[src/rtl/macro_arbiter_rr_bin_pkg.sv]
// Shared definitions for the round-robin binary arbiter: pick priority selectors
// and the arbiter FSM state encoding.
package macro_arbiter_rr_bin_pkg;

    localparam int PRIORITY_LOWER_FIRST  = 0;
    localparam int PRIORITY_HIGHER_FIRST = 1;

    typedef enum logic {
        ARB_IDLE  = 1'b0,
        ARB_GRANT = 1'b1
    } arb_state_e;

endpackage

[src/rtl/macro_arbiter_rr_mask.sv]
// Round-robin priority mask: thermometer code with every bit at or above the
// pointer set. Purely combinational.
module macro_arbiter_rr_mask #(
    parameter int INPUT_COUNT = 4,
    parameter int PTR_W       = $clog2(INPUT_COUNT)
) (
    input  logic [PTR_W-1:0]       pointer,
    output logic [INPUT_COUNT-1:0] mask
);

    generate
        for (genvar gi = 0; gi < INPUT_COUNT; gi++) begin : g_mask
            assign mask[gi] = (PTR_W'(gi) >= pointer);
        end
    endgenerate

endmodule

[src/rtl/macro_pick1_priority_bin.sv]
// Pick-one priority selector: returns the binary index of the lowest (or highest)
// set request bit, plus a found flag.
module macro_pick1_priority_bin
    import macro_arbiter_rr_bin_pkg::*;
#(
    parameter int WIDTH    = 4,
    parameter int PRIORITY = PRIORITY_LOWER_FIRST,
    parameter int IDX_W    = (WIDTH > 1) ? $clog2(WIDTH) : 1
) (
    input  logic [WIDTH-1:0] req,
    output logic             found,
    output logic [IDX_W-1:0] idx
);

    always_comb begin
        found = 1'b0;
        idx   = '0;
        if (PRIORITY == PRIORITY_LOWER_FIRST) begin
            // Scan downward so the last hit written is the lowest set bit.
            for (int i = WIDTH - 1; i >= 0; i--) begin
                if (req[i]) begin
                    found = 1'b1;
                    idx   = IDX_W'(i);
                end
            end
        end else begin
            for (int i = 0; i < WIDTH; i++) begin
                if (req[i]) begin
                    found = 1'b1;
                    idx   = IDX_W'(i);
                end
            end
        end
    end

endmodule

[src/rtl/macro_arbiter_rr_bin.sv]
// Registered round-robin arbiter with binary grant and valid/ready handshake.
// Optional MACRO_ARBITER_RR_LOCK_EN adds a lock input for burst ownership.
module macro_arbiter_rr_bin
    import macro_arbiter_rr_bin_pkg::*;
#(
    parameter int INPUT_COUNT = 4
) (
    input  logic                           clk,
    input  logic                           resetn,
    input  logic [INPUT_COUNT-1:0]         req,
    input  logic                           gnt_ready,
`ifdef MACRO_ARBITER_RR_LOCK_EN
    input  logic                           lock,
`endif
    output logic                           gnt_valid,
    output logic [$clog2(INPUT_COUNT)-1:0] gnt_addr,
    output logic [INPUT_COUNT-1:0]         gnt_onehot
);

    localparam int ADDR_W = $clog2(INPUT_COUNT);

    arb_state_e              state_reg, state_next;
    logic [ADDR_W-1:0]       addr_reg, addr_next;
    logic [ADDR_W-1:0]       ptr_reg, ptr_next;
    logic [ADDR_W-1:0]       ptr_adv;
    logic [ADDR_W-1:0]       mask_ptr;
    logic [INPUT_COUNT-1:0]  mask;
    logic                    masked_found, unmasked_found;
    logic [ADDR_W-1:0]       masked_idx, unmasked_idx;
    logic [ADDR_W-1:0]       pick;
    logic                    accept;
    logic                    lock_accept;

    assign accept = (state_reg == ARB_GRANT) && gnt_ready;

`ifdef MACRO_ARBITER_RR_LOCK_EN
    assign lock_accept = accept && lock;
`else
    assign lock_accept = 1'b0;
`endif

    // Explicit wrap keeps the pointer in range when INPUT_COUNT is not a power of two.
    assign ptr_adv  = (addr_reg == ADDR_W'(INPUT_COUNT - 1)) ? '0 : addr_reg + 1'b1;
    // Back-to-back grants must already see the rotated priority.
    assign mask_ptr = (accept && !lock_accept) ? ptr_adv : ptr_reg;

    macro_arbiter_rr_mask #(
        .INPUT_COUNT (INPUT_COUNT),
        .PTR_W       (ADDR_W)
    ) u_mask (
        .pointer (mask_ptr),
        .mask    (mask)
    );

    macro_pick1_priority_bin #(
        .WIDTH    (INPUT_COUNT),
        .PRIORITY (PRIORITY_LOWER_FIRST),
        .IDX_W    (ADDR_W)
    ) u_pick_masked (
        .req   (req & mask),
        .found (masked_found),
        .idx   (masked_idx)
    );

    macro_pick1_priority_bin #(
        .WIDTH    (INPUT_COUNT),
        .PRIORITY (PRIORITY_LOWER_FIRST),
        .IDX_W    (ADDR_W)
    ) u_pick_unmasked (
        .req   (req),
        .found (unmasked_found),
        .idx   (unmasked_idx)
    );

    assign pick = masked_found ? masked_idx : unmasked_idx;

    always_comb begin
        state_next = state_reg;
        addr_next  = addr_reg;
        ptr_next   = ptr_reg;
        if (accept && !lock_accept) begin
            ptr_next = ptr_adv;
        end
        case (state_reg)
            ARB_IDLE: begin
                if (unmasked_found) begin
                    addr_next  = pick;
                    state_next = ARB_GRANT;
                end
            end
            ARB_GRANT: begin
                if (accept) begin
                    if (lock_accept && req[addr_reg]) begin
                        addr_next = addr_reg;
                    end else if (unmasked_found) begin
                        addr_next = pick;
                    end else begin
                        addr_next  = '0;
                        state_next = ARB_IDLE;
                    end
                end
            end
            default: begin
                addr_next  = '0;
                state_next = ARB_IDLE;
            end
        endcase
    end

    always_ff @(posedge clk or negedge resetn) begin
        if (!resetn) begin
            state_reg <= ARB_IDLE;
            addr_reg  <= '0;
            ptr_reg   <= '0;
        end else begin
            state_reg <= state_next;
            addr_reg  <= addr_next;
            ptr_reg   <= ptr_next;
        end
    end

    assign gnt_valid = (state_reg == ARB_GRANT);
    assign gnt_addr  = addr_reg;

    generate
        for (genvar gi = 0; gi < INPUT_COUNT; gi++) begin : g_onehot
            assign gnt_onehot[gi] = gnt_valid && (addr_reg == ADDR_W'(gi));
        end
    endgenerate

endmodule

[config.mk]
export PLATFORM = sky130hd
export DESIGN_NAME = macro_arbiter_rr_bin
export DESIGN_NICKNAME = d
export VERILOG_FILES = /design/src/rtl/macro_arbiter_rr_bin_pkg.sv /design/src/rtl/macro_arbiter_rr_mask.sv /design/src/rtl/macro_pick1_priority_bin.sv /design/src/rtl/macro_arbiter_rr_bin.sv
export SDC_FILE = /design/constraint.sdc
export NUM_CORES = 1
export LEC_CHECK = 0
export BUFFER_PORTS_ARGS = -buffer_cell sky130_fd_sc_hd__buf_2
export CORE_AREA = 5 5 42 44
export DETAILED_ROUTE_END_ITERATION = 12
export DIE_AREA = 0 0 47 49
export PLACE_DENSITY = 0.59
export SYNTH_ARGS = -nofsm -noshare
export SYNTH_HDL_FRONTEND = slang
export SYNTH_SLANG_ARGS = --single-unit
[constraint.sdc]
create_clock -name clk -period 1.93 [get_ports clk]
set_clock_uncertainty 0.15 [all_clocks]
set_input_delay 0.579 -clock clk [delete_from_list [all_inputs] [get_ports clk]]
set_output_delay 0.579 -clock clk [all_outputs]
set_load 0.1 [all_outputs]
==> results of run 1 <==
metrics by stage:
| step | hold slack (ps) | utilization, % | setup WS (ps) |
|---|---|---|---|
| 2_1_floorplan | 133 | - | 7.40 |
| 3_3_place_gp | 246 | 42.6 | 99.6 |
| 3_5_place_dp | 246 | 42.6 | 60.6 |
| 4_1_cts | 408 | 47.3 | -73.4 |
| 5_1_grt | 440 | 48.6 | -114 |
| 6_report | 413 | 48.6 | -71.3 |
cells in the final DEF (no fill, tap or decap), types with 2 or more instances in the layout:
cell type,Yosys,routed
nor3_1,2,2
buf_12,0,6
dfrtp_1,5,2
inv_4,0,2
inv_1,5,3
and2_4,0,4
clkbuf_4,0,3
nand2_1,2,2
dfrtp_4,0,3
buf_2,0,7
buf_4,1,2
nand2b_1,2,2
ha_4,0,3
how the worst max path moves through the flow:
stage,startpoint,to,slack (ps),depth (start not counted)
finish,gnt_addr[1],gnt_onehot[0],-70,4
CTS,gnt_addr[0],gnt_onehot[3],-70,3
floorplan,gnt_addr[0],gnt_onehot[2],7,3
global route,gnt_addr[1],gnt_onehot[0],-110,4
global placement,req[0],gnt_addr[0],100,5
detailed placement,gnt_addr[0],gnt_addr[1],60,6
metal layers:
metal | share of wire [%] | vias to the layer above | track usage (%) | wire length, um
li1 | - | 190 | - | -
met1 | 40 | 176 | 11.3 | 363
met2 | 48 | 17 | 13.8 | 433
met3 | 12 | 0 | 5.90 | 107
met4 | 0 | 0 | 2.76 | 0
met5 | 0 | - | 0 | 0
cell type report:
cell class              count  area [um2]  area share (%)
multi-input cells          32         294            43.2
repair buffers             16         180            26.5
inverters                   5        23.8            3.49
well taps                  16        20.0            2.94
clock buffers               4        26.3            3.86
flip-flops and latches      5         136            20.0
worst max-delay path, cell delays in order (launching register included):
cell     delay [ps]
dfrtp_4         510
inv_4            90
ha_4            120
and2_4          140
buf_12          160
logic make-up after synthesis:
logic type | after synthesis
adder cells (fa/ha/maj) | 4
multiplexers | 1
AND/OR/NAND/NOR | 17
AO/OA/AOI/OAI | 10
flip-flops | 5
buffers and inverters | 6
repair_timing:
action / CTS / global route
endpoints found under the hold margin: 5 / 0
pin swaps: 0 / 4
hold buffers: 1 / 0
buffers inserted: 2 / 0
setup endpoints to repair: 4 / 6
gates resized for setup: 3 / 4
==> impl_metrics.json, run 1 <==
{
  "outcome": "complete, but fails checks",
  "violations": "negative setup slack",
  "grt_usage_pct": 9.47,
  "synth_edf_count": 0,
  "io_pins": 14,
  "dpl_cell_area_um2": 597,
  "rows": 14,
  "dr.pass1.iters": 4,
  "cp_max_fo": 5,
  "die_height_um": 49,
  "cp.required_ps": 1200,
  "synth-async-reset-ratio_pct": 100,
  "wl_per_cell_um": 11.6,
  "routabilityCongestion": 0.830,
  "finalCritPeriodShare_pct": 104,
  "synth_nets": 54,
  "yosys.area_share.simple_pct": 24.5,
  "syn_to_final_growth_pct": 73.2,
  "drc_errors": 0,
  "tritoncts": "built",
  "io_buffers": 13,
  "r2r-start": "gnt_addr[1]",
  "syn_avg_cell_area_um2": 9.14,
  "fin_tns_setup_ps": -259,
  "grt_pass1_vias": 371,
  "grt_max_degree": 13,
  "postLayoutCellArea_um2": 681,
  "finalNonFillerCells": 78,
  "synth_mux_area_share_pct": 3.82,
  "ys.flop_type": "dfrtp_1",
  "start_util_pct": 28.0,
  "period_minus_slack_ps": 2000,
  "routed_wl_um": 905,
  "dieArea_um2": 2300,
  "min_path_type": "register to register",
  "synthTopCellsByArea": "dfrtp_1 (32%), ha_1 (13%), and2_1 (8.0%), inv_1 (4.8%), a221oi_2 (3.8%)",
  "seq_area_frac_synth_pct": 31.8,
  "min_to": "ptr_reg[0]",
  "synth.distinct_cells": 24,
  "synthCells": 43,
  "htreeDepth": 1,
  "critPathKind": "register to output port",
  "ant_nets": 0,
  "fill_cells": 138,
  "timing.final.ws_setup_ps": -71.3,
  "maxCapViolCount": 0,
  "synth_top_family_by_area": "simple AND/OR/NAND/NOR gates",
  "synthesis.area_um2": 393,
  "via_per_inst": 4.91,
  "grt_overflow_total": 0,
  "synthAdderAreaFrac_pct": 12.7,
  "min_path_cells": 1,
  "drive_gt1_share_pct": 56.5,
  "cp-start-kind": "register",
  "synthTopCellsByCount": "and2_1 (5), dfrtp_1 (5), inv_1 (5)",
  "num_vias": 383,
  "cts_max_path_buffers": 2,
  "place_inst": 71,
  "ys_warn_count": 0,
  "cp.arrival_ps": 1270,
  "ff2ff_path_depth": 6,
  "synth_xor_area_share_pct": 0,
  "synth_seq_cells": 5,
  "reg2reg_to": "gnt_addr[1]",
  "setup_viol": 4,
  "hold_start": "ptr_reg[0]",
  "clkTransAtPathRegs_ps": 40,
  "grt_first_pass_wirelength_mm": 1.61,
  "netlist.area_leader.share_pct": 31.8,
  "cts_sinks": 5,
  "ff2ff_setup_slack_ps": 60,
  "coreArea_um2": 1400,
  "max-slew-margin-rel_pct": 67.6,
  "root_buffer": "clkbuf_4",
  "synth_compound_area_share_pct": 20.4,
  "synth_top_area_cell": "dfrtp_1",
  "hold_violations": 0,
  "antenna_cells": 0,
  "tightest_slew_ps": 489,
  "rsz0062_at_grt": "yes",
  "antenna_found_initial": 0,
  "numCtsBuffers": 3,
  "fmax_mhz": 500,
  "drtIter0Drc": 9,
  "clkLatencyLatePin_ps": 240,
  "nets": 74,
  "dpl.hpwl_um": 729,
  "maxSlewViolCount": 0,
  "endpoint_kind": "output port",
  "die_w_um": 47
}
Power of run 1 is not shown: default switching activity piles up to over one toggle a cycle in this logic, so the estimate is an artifact.
==> run 2: changes to the inputs <==
Settings changed: SETUP_SLACK_MARGIN from default to 0.2, TNS_END_PERCENT from default to 30.
==> run 2 against run 1 <==
Flip-flop and latch count is the same. Register-to-register slack gained 20 ps. Clock-buffer cell count is the same. Fmax is essentially flat. Core utilization shrank 0.18 points. Design area shrank 0.37%. Die area is the same. Sequential share of layout area grew 0.074 points. First-iteration DRC count is the same. Routed wire length shrank 0.77%. Cell count is the same. The run still ends with negative setup slack left.
==> impl_metrics.json, run 2 (synthesis gave the netlist of run 1 again) <==
{
  "rsz0062_at_grt": "yes",
  "root_buffer": "clkbuf_4",
  "tritoncts": "built",
  "coreArea_um2": 1400,
  "drtIter0Drc": 9,
  "finalNonFillerCells": 78,
  "dieArea_um2": 2300,
  "clkLatencyLatePin_ps": 240,
  "antenna_found_initial": 0,
  "clkTransAtPathRegs_ps": 40,
  "via_per_inst": 4.85,
  "cp.required_ps": 1200,
  "io_pins": 14,
  "place_inst": 71,
  "grt_overflow_total": 0,
  "layout_commonest_cell": "buf_2",
  "cp.arrival_ps": 1270,
  "io_buffers": 13,
  "wl_per_cell_um": 11.5,
  "numCtsBuffers": 3,
  "violations": "negative setup slack",
  "setup_viol": 4,
  "ant_nets": 0,
  "die_w_um": 47,
  "grt_pass1_vias": 371,
  "cp_max_fo": 5,
  "num_vias": 378,
  "critPathKind": "register to output port",
  "final_cell_mix": "buf_2 (7), buf_12 (6), and2_4 (4)",
  "outcome": "complete, but fails checks",
  "dpl.hpwl_um": 729,
  "grt_max_degree": 13,
  "hold_violations": 0,
  "timing.final.ws_setup_ps": -71.2,
  "dpl_cell_area_um2": 597,
  "postLayoutCellArea_um2": 678,
  "tightest_slew_ps": 489,
  "cp-start-kind": "register",
  "cts_max_path_buffers": 2,
  "grt_usage_pct": 9.47,
  "dr.pass1.iters": 4,
  "endpoint_kind": "output port",
  "routabilityCongestion": 0.830,
  "htreeDepth": 1,
  "nets": 74,
  "period_minus_slack_ps": 2000,
  "rows": 14,
  "drive_gt1_share_pct": 54.8,
  "die_height_um": 49,
  "grt_first_pass_wirelength_mm": 1.61,
  "syn_to_final_growth_pct": 72.6,
  "maxSlewViolCount": 0,
  "antenna_cells": 0,
  "maxCapViolCount": 0,
  "max-slew-margin-rel_pct": 67.6,
  "start_util_pct": 28.0,
  "min_path_type": "register to register",
  "drc_errors": 0,
  "fmax_mhz": 500,
  "finalCritPeriodShare_pct": 104,
  "fin_tns_setup_ps": -248,
  "routed_wl_um": 898,
  "cts_sinks": 5
}
run 2: changes by cell type in the layout (fill, tap and decap cells not counted):
cell    change
nor2_2      -1
nor2_1      +1
run 2: worst max-delay path: stages, from the launching register on:
cell     delay (ps)
dfrtp_4         510
inv_4            90
ha_4            120
and2_4          140
buf_12          160
run 2: final timing paths:
| path | from | slack [ps] | cells past startpoint | to |
|---|---|---|---|---|
| worst max-delay path | gnt_addr[0] | -70 | 4 | gnt_onehot[0] |
| worst min-delay path | ptr_reg[0] | 410 | 1 | ptr_reg[0] |
| worst max register to register | gnt_addr[0] | 80 | 6 | gnt_addr[1] |
| worst min register to register | ptr_reg[0] | 410 | 1 | ptr_reg[0] |
| max in group asynchronous | resetn | 960 | 2 | gnt_valid |
| min in group asynchronous | resetn | 530 | 2 | gnt_addr[1] |
run 2: cell type report:
cell class	instances	area, um2
clock buffer	4	26.3
tap	16	20.0
multi-input combinational	32	292
timing repair buffer	16	180
sequential	5	136
inverter	5	23.8
fill	138	723
run 2: metal layers:
layer / share of wire, % / track usage (%)
met1: 40 / 11.3
met2: 48 / 13.8
met3: 12 / 5.90
met4: 0 / 2.76
met5: 0 / 0
run 2: per-stage QoR:
stage,worst slack (ps),utilization (%),hold slack [ps]
2_1_floorplan,7.40,-,133
3_3_place_gp,99.6,42.6,246
3_5_place_dp,60.6,42.6,246
4_1_cts,-73.4,47.3,408
5_1_grt,-113,48.4,440
6_report,-71.2,48.4,413
run 2: timing repair:
action                                 4_1_cts  5_1_grt
endpoints found under the hold margin        5        0
setup endpoints to repair                    7        9
hold buffers                                 1        0
buffers inserted                             2        0
resized for setup                            3        3
pin swaps                                    2        2
Power of run 2 is left out for the same reason.
